--- src/rtl/tft_pix_gen.sv ---
// TFT test-pattern generator: colour bars, grid and a bouncing box, with
// a 1-cycle registered RGB565 pixel and a frame-synchronous pattern switch.
module tft_pix_gen #(
    parameter int unsigned H_VALID  = 480,
    parameter int unsigned V_VALID  = 272,
    parameter int unsigned BOX_SIZE = 32,
    parameter int unsigned BOX_STEP = 2
) (
    input  logic        clk_9m,
    input  logic        sys_rst,
    input  logic [9:0]  pix_x,
    input  logic [9:0]  pix_y,
    input  logic        mode_key,
    output logic [15:0] pix_data,
    output logic [1:0]  mode
);

    localparam logic [9:0]  PIX_NONE  = 10'h3FF;
    localparam logic [9:0]  X_LAST    = 10'(H_VALID - 1);
    localparam logic [9:0]  Y_LAST    = 10'(V_VALID - 1);
    localparam logic [9:0]  BOX_MAX_X = 10'(H_VALID - BOX_SIZE);
    localparam logic [9:0]  BOX_MAX_Y = 10'(V_VALID - BOX_SIZE);
    localparam logic [9:0]  STEP      = 10'(BOX_STEP);
    localparam logic [10:0] BOX_SZ11  = 11'(BOX_SIZE);
    localparam logic [9:0]  BAR_W     = 10'(H_VALID / 8);

    typedef enum logic [1:0] {
        MODE_BAR  = 2'd0,
        MODE_GRID = 2'd1,
        MODE_BOX  = 2'd2
    } mode_e;

    mode_e       mode_q;
    logic        pending;
    logic [9:0]  pix_y_q;
    logic [9:0]  box_x;
    logic [9:0]  box_y;
    logic        dir_x;
    logic        dir_y;
    logic        frame_end_c;
    logic        in_box_c;
    logic [9:0]  bar_idx_c;
    logic [15:0] pix_next_c;

    // Frame ends on the first blanking cycle after the last active row.
    assign frame_end_c = (pix_y_q == Y_LAST) && (pix_y == PIX_NONE);

    assign mode = mode_q;

    // Box hit test in 11 bits so the far edge never wraps.
    assign in_box_c = ({1'b0, pix_x} >= {1'b0, box_x}) &&
                      ({1'b0, pix_x} <  ({1'b0, box_x} + BOX_SZ11)) &&
                      ({1'b0, pix_y} >= {1'b0, box_y}) &&
                      ({1'b0, pix_y} <  ({1'b0, box_y} + BOX_SZ11));

    // Pattern colour for the requested coordinate.
    always_comb begin
        pix_next_c = 16'h0000;
        bar_idx_c  = pix_x / BAR_W;
        if ((pix_x != PIX_NONE) && (pix_y != PIX_NONE)) begin
            case (mode_q)
                MODE_BAR: begin
                    case (bar_idx_c)
                        10'd0:   pix_next_c = 16'hFFFF;
                        10'd1:   pix_next_c = 16'hFFE0;
                        10'd2:   pix_next_c = 16'h07FF;
                        10'd3:   pix_next_c = 16'h07E0;
                        10'd4:   pix_next_c = 16'hF81F;
                        10'd5:   pix_next_c = 16'hF800;
                        10'd6:   pix_next_c = 16'h001F;
                        default: pix_next_c = 16'h0000;
                    endcase
                end
                MODE_GRID: begin
                    if ((pix_x[4:0] == 5'd0) || (pix_y[4:0] == 5'd0) ||
                        (pix_x == X_LAST) || (pix_y == Y_LAST))
                        pix_next_c = 16'hFFFF;
                end
                MODE_BOX: begin
                    pix_next_c = in_box_c ? 16'hF800 : 16'h001F;
                end
                default: pix_next_c = 16'h0000;
            endcase
        end
    end

    // Registered pixel output.
    always_ff @(posedge clk_9m) begin
        if (sys_rst) pix_data <= 16'h0000;
        else         pix_data <= pix_next_c;
    end

    // Delayed row for frame-end detection; reset value cannot match the last row.
    always_ff @(posedge clk_9m) begin
        if (sys_rst) pix_y_q <= PIX_NONE;
        else         pix_y_q <= pix_y;
    end

    // Horizontal box motion, bouncing at both edges once per frame.
    always_ff @(posedge clk_9m) begin
        if (sys_rst) begin
            box_x <= 10'd0;
            dir_x <= 1'b1;
        end else if (frame_end_c) begin
            if (dir_x) begin
                if (box_x == BOX_MAX_X) begin
                    dir_x <= 1'b0;
                    box_x <= BOX_MAX_X - STEP;
                end else begin
                    box_x <= box_x + STEP;
                end
            end else begin
                if (box_x == 10'd0) begin
                    dir_x <= 1'b1;
                    box_x <= STEP;
                end else begin
                    box_x <= box_x - STEP;
                end
            end
        end
    end

    // Vertical box motion, bouncing at both edges once per frame.
    always_ff @(posedge clk_9m) begin
        if (sys_rst) begin
            box_y <= 10'd0;
            dir_y <= 1'b1;
        end else if (frame_end_c) begin
            if (dir_y) begin
                if (box_y == BOX_MAX_Y) begin
                    dir_y <= 1'b0;
                    box_y <= BOX_MAX_Y - STEP;
                end else begin
                    box_y <= box_y + STEP;
                end
            end else begin
                if (box_y == 10'd0) begin
                    dir_y <= 1'b1;
                    box_y <= STEP;
                end else begin
                    box_y <= box_y - STEP;
                end
            end
        end
    end

    // Pattern FSM: a key press is latched and applied at the next frame end.
    always_ff @(posedge clk_9m) begin
        if (sys_rst) begin
            mode_q  <= MODE_BAR;
            pending <= 1'b0;
        end else if (frame_end_c) begin
            if (pending || mode_key) begin
                case (mode_q)
                    MODE_BAR:  mode_q <= MODE_GRID;
                    MODE_GRID: mode_q <= MODE_BOX;
                    default:   mode_q <= MODE_BAR;
                endcase
            end
            pending <= 1'b0;
        end else if (mode_key) begin
            pending <= 1'b1;
        end
    end

endmodule
--- config.mk ---
export PLATFORM = sky130hd
export DESIGN_NAME = tft_pix_gen
export DESIGN_NICKNAME = d
export VERILOG_FILES = /design/src/rtl/tft_pix_gen.sv
export SDC_FILE = /design/constraint.sdc
export NUM_CORES = 1
export LEC_CHECK = 0
export CAP_MARGIN = 10
export CORE_MARGIN = 2
export CORE_UTILIZATION = 51
export DETAILED_ROUTE_END_ITERATION = 10
export PLACE_DENSITY = 0.79
export SKIP_CTS_REPAIR_TIMING = 1
export SLEW_MARGIN = 0
export SYNTH_ARGS = -nofsm -noshare
export SYNTH_HDL_FRONTEND = slang
export SYNTH_SLANG_ARGS = --single-unit
--- constraint.sdc ---
create_clock -name clk_9m -period 2.38 [get_ports clk_9m]
set_input_delay 0.595 -clock clk_9m [delete_from_list [all_inputs] [get_ports clk_9m]]
set_output_delay 0.595 -clock clk_9m [all_outputs]
set_load 0.02 [all_outputs]
Word-level counts from Yosys, hierarchy flattened
Index checks and enable logic that the tools add are counted.
{"block": "totals", "reg_bits": 51, "output_inout_bits": 18}
{"block": "classes", "add_sub_neg": 6, "div_mod_pow": 1, "n_lt_le_gt_ge": 4, "eq_ne": 16, "n_mux": 17, "bitwise_logic": 1, "reduce_logical": 18}
{"cell": "$pmux 16 s7", "count": 1}
{"cell": "$mux 10", "count": 6}
{"cell": "$pmux 16 s3", "count": 1}
{"cell": "$eq 10x9->1 const B", "count": 4}
{"cell": "$mux 16", "count": 2}
{"cell": "$eq 10x3->1 const B", "count": 3}
{"cell": "$logic_not 10->1", "count": 3}
{"cell": "$add 10x6->11 const B", "count": 2}
{"cell": "$lt 10x11->1", "count": 2}
{"cell": "$add 10x2->10 const B", "count": 2}
{"cell": "$eq 10x2->1 const B", "count": 2}
{"cell": "$ge 10x10->1", "count": 2}
{"cell": "$ne 10x10->1 const B", "count": 2}
{"cell": "$sub 10x2->10 const B", "count": 2}
{"cell": "$div 10x6->10 const B", "count": 1}
{"cell": "$eq 10x1->1 const B", "count": 1}
{"cell": "$eq 10x10->1 const B", "count": 1}
{"cell": "$eq 10x8->1 const B", "count": 1}
{"cell": "$logic_not 5->1", "count": 2}
{"cell": "$mux 1", "count": 6}
{"cell": "$logic_and 1x1->1", "count": 5}
{"cell": "$logic_or 1x1->1", "count": 4}
{"cell": "$pmux 2 s2", "count": 1}
{"cell": "$reduce_or 2->1", "count": 2}
{"cell": "other kinds (5)", "count": 5}

Longest topological paths before layout
{"block": "depth", "word_depth": 7, "ltp_mapped": 11}

Worst setup path before layout
Ideal clock, no wire load.
{"block": "synth_timing", "kind": "register to register", "startpoint": "reg box_x[5]", "endpoint": "reg pix_data[4]", "setup_ps": 120, "t_arrival_ps": 2349, "required_time_ps": 2260, "slack_ps": -88, "path_stages_with_launch": 11, "path_buffers": 1, "cell_sequence": "dfxtp_1 clkbuf_1 inv_1 ha_1 inv_1 ha_1 a2111oi_0 a31oi_1 nor4_1 nor2_1 o31a_1"}
{"block": "synth_between", "elab_chain_cells": 7}
{"item": "start, declared", "line": "36", "source": "logic [9:0] box_x;"}
{"item": "start signal, assigned", "line": "108", "source": "box_x <= BOX_MAX_X - STEP;"}
{"item": "start signal, assigned", "line": "110", "source": "box_x <= box_x + STEP;"}
{"item": "start signal, assigned", "line": "117", "source": "box_x <= box_x - STEP;"}
{"item": "$add 10x6->11", "line": "52", "source": "({1'b0, pix_x} < ({1'b0, box_x} + BOX_SZ11)) &&"}
{"item": "$lt 10x11->1", "line": "52"}
{"item": "$logic_and 1x1->1 (*)", "line": "51", "source": "assign in_box_c = ({1'b0, pix_x} >= {1'b0, box_x}) &&"}
{"item": "$logic_and 1x1->1 (*)", "line": "52"}
{"item": "$logic_and 1x1->1 (*)", "line": "53", "source": "({1'b0, pix_y} >= {1'b0, box_y}) &&"}
{"item": "$mux 16 (*)", "line": "80", "source": "pix_next_c = in_box_c ? 16'hF800 : 16'h001F;"}
{"item": "$pmux 16 s3 (*)", "line": "61", "source": "case (mode_q)"}
{"item": "end signal, assigned", "line": "90", "source": "else pix_data <= pix_next_c;"}
{"item": "end, declared", "line": "14", "source": "output logic [15:0] pix_data,"}
Mark *: on every way between the ends. The rest lies on a longest branch, timed or not.
A chain may end at the register's enable or synchronous reset.

Worst setup path after layout
{"block": "layout_timing", "startpoint": "in pix_x[1]", "endpoint": "reg pix_data[4]"}
{"block": "layout_between", "elab_chain_cells": 6}
{"item": "start, declared", "line": "11", "source": "input logic [9:0] pix_x,"}
{"item": "branches (longest 6 deep; another with $div 10x6->10)"}
Parallel ways; which one is timed is not known.

==> flow_summary.yaml <==
outcome:
  status: "finished with violations"
  violations: "setup timing"
yosys:
  avgSynthCellArea_um2: 7.88
  async_flop_share_pct: 0
  ys_seq_area_share_pct: 23.3
  synth_top_area_cell: "dfxtp_1"
  synth_top_area_share_pct: 23.3
  synth_nets: 452
  synth.distinct_cells: 59
  synthTopCellsByArea: "dfxtp_1 23%, ha_1 15%, o21ai_0 4.0%, a21oi_1 3.9%, nor2_1 3.8%"
  synth_top_flop_cell: "dfxtp_1"
  synth_edf_count: 0
  syn_inst: 393
  synth_area_um2: 3100
  ys_warn_count: 0
  ys_ff_latch: 36
floorplanning:
  start_util_pct: 52.6
  die_area_um2: 6710
  die_h_um: 81.9
  placeableCoreArea_um2: 5890
  die_w_um: 81.9
  boundaryPins: 41
  rows: 28
grt:
  grt_max_degree: 23
  grt_pass1_wl_um: 14200
  grt-ovfl-total: 0
  first_global_vias: 3179
  antenna_found_initial: 0
  grt_util_met3_pct: 4.73
  track_usage_pct: 27.4
  use_met2_pct: 48.0
  use_met1_pct: 33.2
  top_usage_layer: "met2"
sta:
  setup_violations: 1
  finalClockSkew_ns: 0.00945
  hold_viol: 0
  post-route-worst-setup-slack_ns: -0.0167
  fmax_ghz: 0.417
  maxSlewViolCount: 0
  max_slew.worst_pin.slew_ns: 0.569
  fin_setup_tns_ns: -0.0167
  finalCriticalPeriod_ns: 2.40
  whs_ns: 0.569
  post-route-period-util_pct: 101
  relSlewSlack_pct: 61.6
final_layout:
  layout_common_cells: "73 x buf_4, 33 x ha_1, 32 x dfxtp_1, 31 x nor2_1"
  final_common_cell: "buf_4"
  diodes: 0
  drive_above_1_share_pct: 26.0
  fin_util_pct: 72.4
  fillers: 440
  fin_nets: 542
  final_cells: 559
  syn2layout_area_growth_pct: 37.6
drt:
  viasPerCell: 6.30
  drc_errors: 0
  drt_iter0_drc: 216
  postRouteAntennaNets: 0
  wire_per_inst_um: 17.8
  wirelength_um: 9960
  first_pass_iters: 5
  vias: 3519
power_and_ir_drop:
  combPwrFrac_pct: 21.8
  p_total_uw: 1410
  pwr-share-seq_pct: 44.0
  max-vdd-ir-drop_mv: 0.305
  switching_power_uw: 399
  pwr-share-clk_pct: 34.2
  p_sw_share_pct: 28.3
  p_int_uw: 1010
  power_density_nw_per_um2: 331
  power_leakage_uw: 0.00178
critical_path:
  cp.arrival_ns: 2.59
  cp_max_fo: 3
  start_kind: "input pin"
  reg2reg_slack_ns: 0.09
  reg2reg_depth: 8
  startpoint: "pix_x[1]"
  cp-end-kind: "flip-flop"
  path_class: "in -> reg"
  r2r_start: "box_y[5]$_SDFFE_PP0P_"
  r2r-end: "pix_data[4]$_SDFF_PP0_"
  critical_path_required_ns: 2.57
clock_tree:
  cts-htree-levels: 2
  cts_tree: "built"
  path_clk_slew_ns: 0.08
  clockBufferDepth: 2
  cts_sinks: 36
  cts_inserted_buffers: 5
  ctsRootBufferMaster: "clkbuf_8"
  worstSkewPairLatency_ns: 0.30
worst_hold_path:
  hold_path_startpoint: "box_x[2]$_SDFFE_PP0P_"
  min_path_type: "reg -> reg"
  min_path_cells: 2
  whs_endpoint: "box_x[2]$_SDFFE_PP0P_"
placed_design:
  hpwl_um: 7090
  gp_congestion: 0.898
  dp_cells: 546
  io_buffers: 40
flow_run:
  maxCapViolCount: 0
flip-flops by register name, indices dropped and copies added (netlist names):
register	flops
box_x	9
box_y	9
dir_x	1
dir_y	1
mode	2
pending	1
pix_data	3
pix_y_q	10
critical path, stage by stage:
cell	delay, ns
clkdlybuf4s50_1	0.47
ha_1	0.32
o21ai_0	0.26
a221o_1	0.26
a31oi_2	0.12
nor4_4	0.26
nor2_1	0.08
o31a_1	0.24
area by class of cell:
type | instances | area (um^2) | share of cell area, %
well taps | 75 | 93.8 | 2.20
clock buffers | 6 | 82.6 | 1.94
inverters | 28 | 105 | 2.46
clock inverters | 2 | 13.8 | 0.323
repair buffers | 116 | 1040 | 24.5
flip-flops and latches | 36 | 726 | 17.0
multi-input cells | 296 | 2200 | 51.6
cell families after synthesis:
| kind of cell | count (synthesis) | synth area share (%) |
|---|---|---|
| multiplexers | 1 | 0.363 |
| AO/OA/AOI/OAI | 113 | 24.8 |
| AND/OR/NAND/NOR | 134 | 23.7 |
| adder cells (fa/ha/maj) | 38 | 15.2 |
| XOR/XNOR | 10 | 2.83 |
| buffers and inverters | 61 | 9.77 |
| flip-flops | 36 | 23.3 |
cell usage after synthesis, types with 4 or more instances:
cell	instances
or2_2	11
a22oi_1	6
inv_1	28
o21ai_0	25
nand2_1	21
nand4_1	4
a21oi_1	24
nor2_1	31
o22ai_1	5
o21a_1	4
buf_4	13
nor3_1	13
dfxtp_1	36
nor4_1	6
clkbuf_1	15
a31oi_1	9
ha_1	36
nand3_1	19
a2111oi_0	4
xnor2_1	10
and3_1	6
per-layer routing:
layer	part of all wire, %	routed length, um
met5	0	0
met3	7.9	787
met4	2.9	290
met2	49	4830
met1	41	4050
metrics by stage:
stage	area [um^2]	worst slack (ns)
2_1_floorplan	3100	0.0786
3_3_place_gp	3950	-0.354
3_5_place_dp	3950	-0.414
4_1_cts	4050	-0.109
5_1_grt	4260	-0.0800
6_report	4260	-0.0167
power groups by stage:
stage / clock (uW) / sequential, uW / combinational (uW)
5_1_grt: 519 / 622 / 327
6_report: 482 / 621 / 307
3_3_place_gp: 0 / 634 / 268
4_1_cts: 484 / 621 / 276
3_5_place_dp: 0 / 635 / 275
2_1_floorplan: 0 / 637 / 122
how the worst max path moves through the flow:
stage	end	slack [ns]	cells past startpoint
floorplan	pix_data[4]$_SDFF_PP0_	0.08	10
finish	pix_data[4]$_SDFF_PP0_	-0.02	8
detailed placement	pix_data[4]$_SDFF_PP0_	-0.41	7
CTS	box_x[3]$_SDFFE_PP0P_	-0.11	8
global placement	pix_data[4]$_SDFF_PP0_	-0.35	7
global route	pix_data[4]$_SDFF_PP0_	-0.08	8
Power figures use the tool's default switching activity.
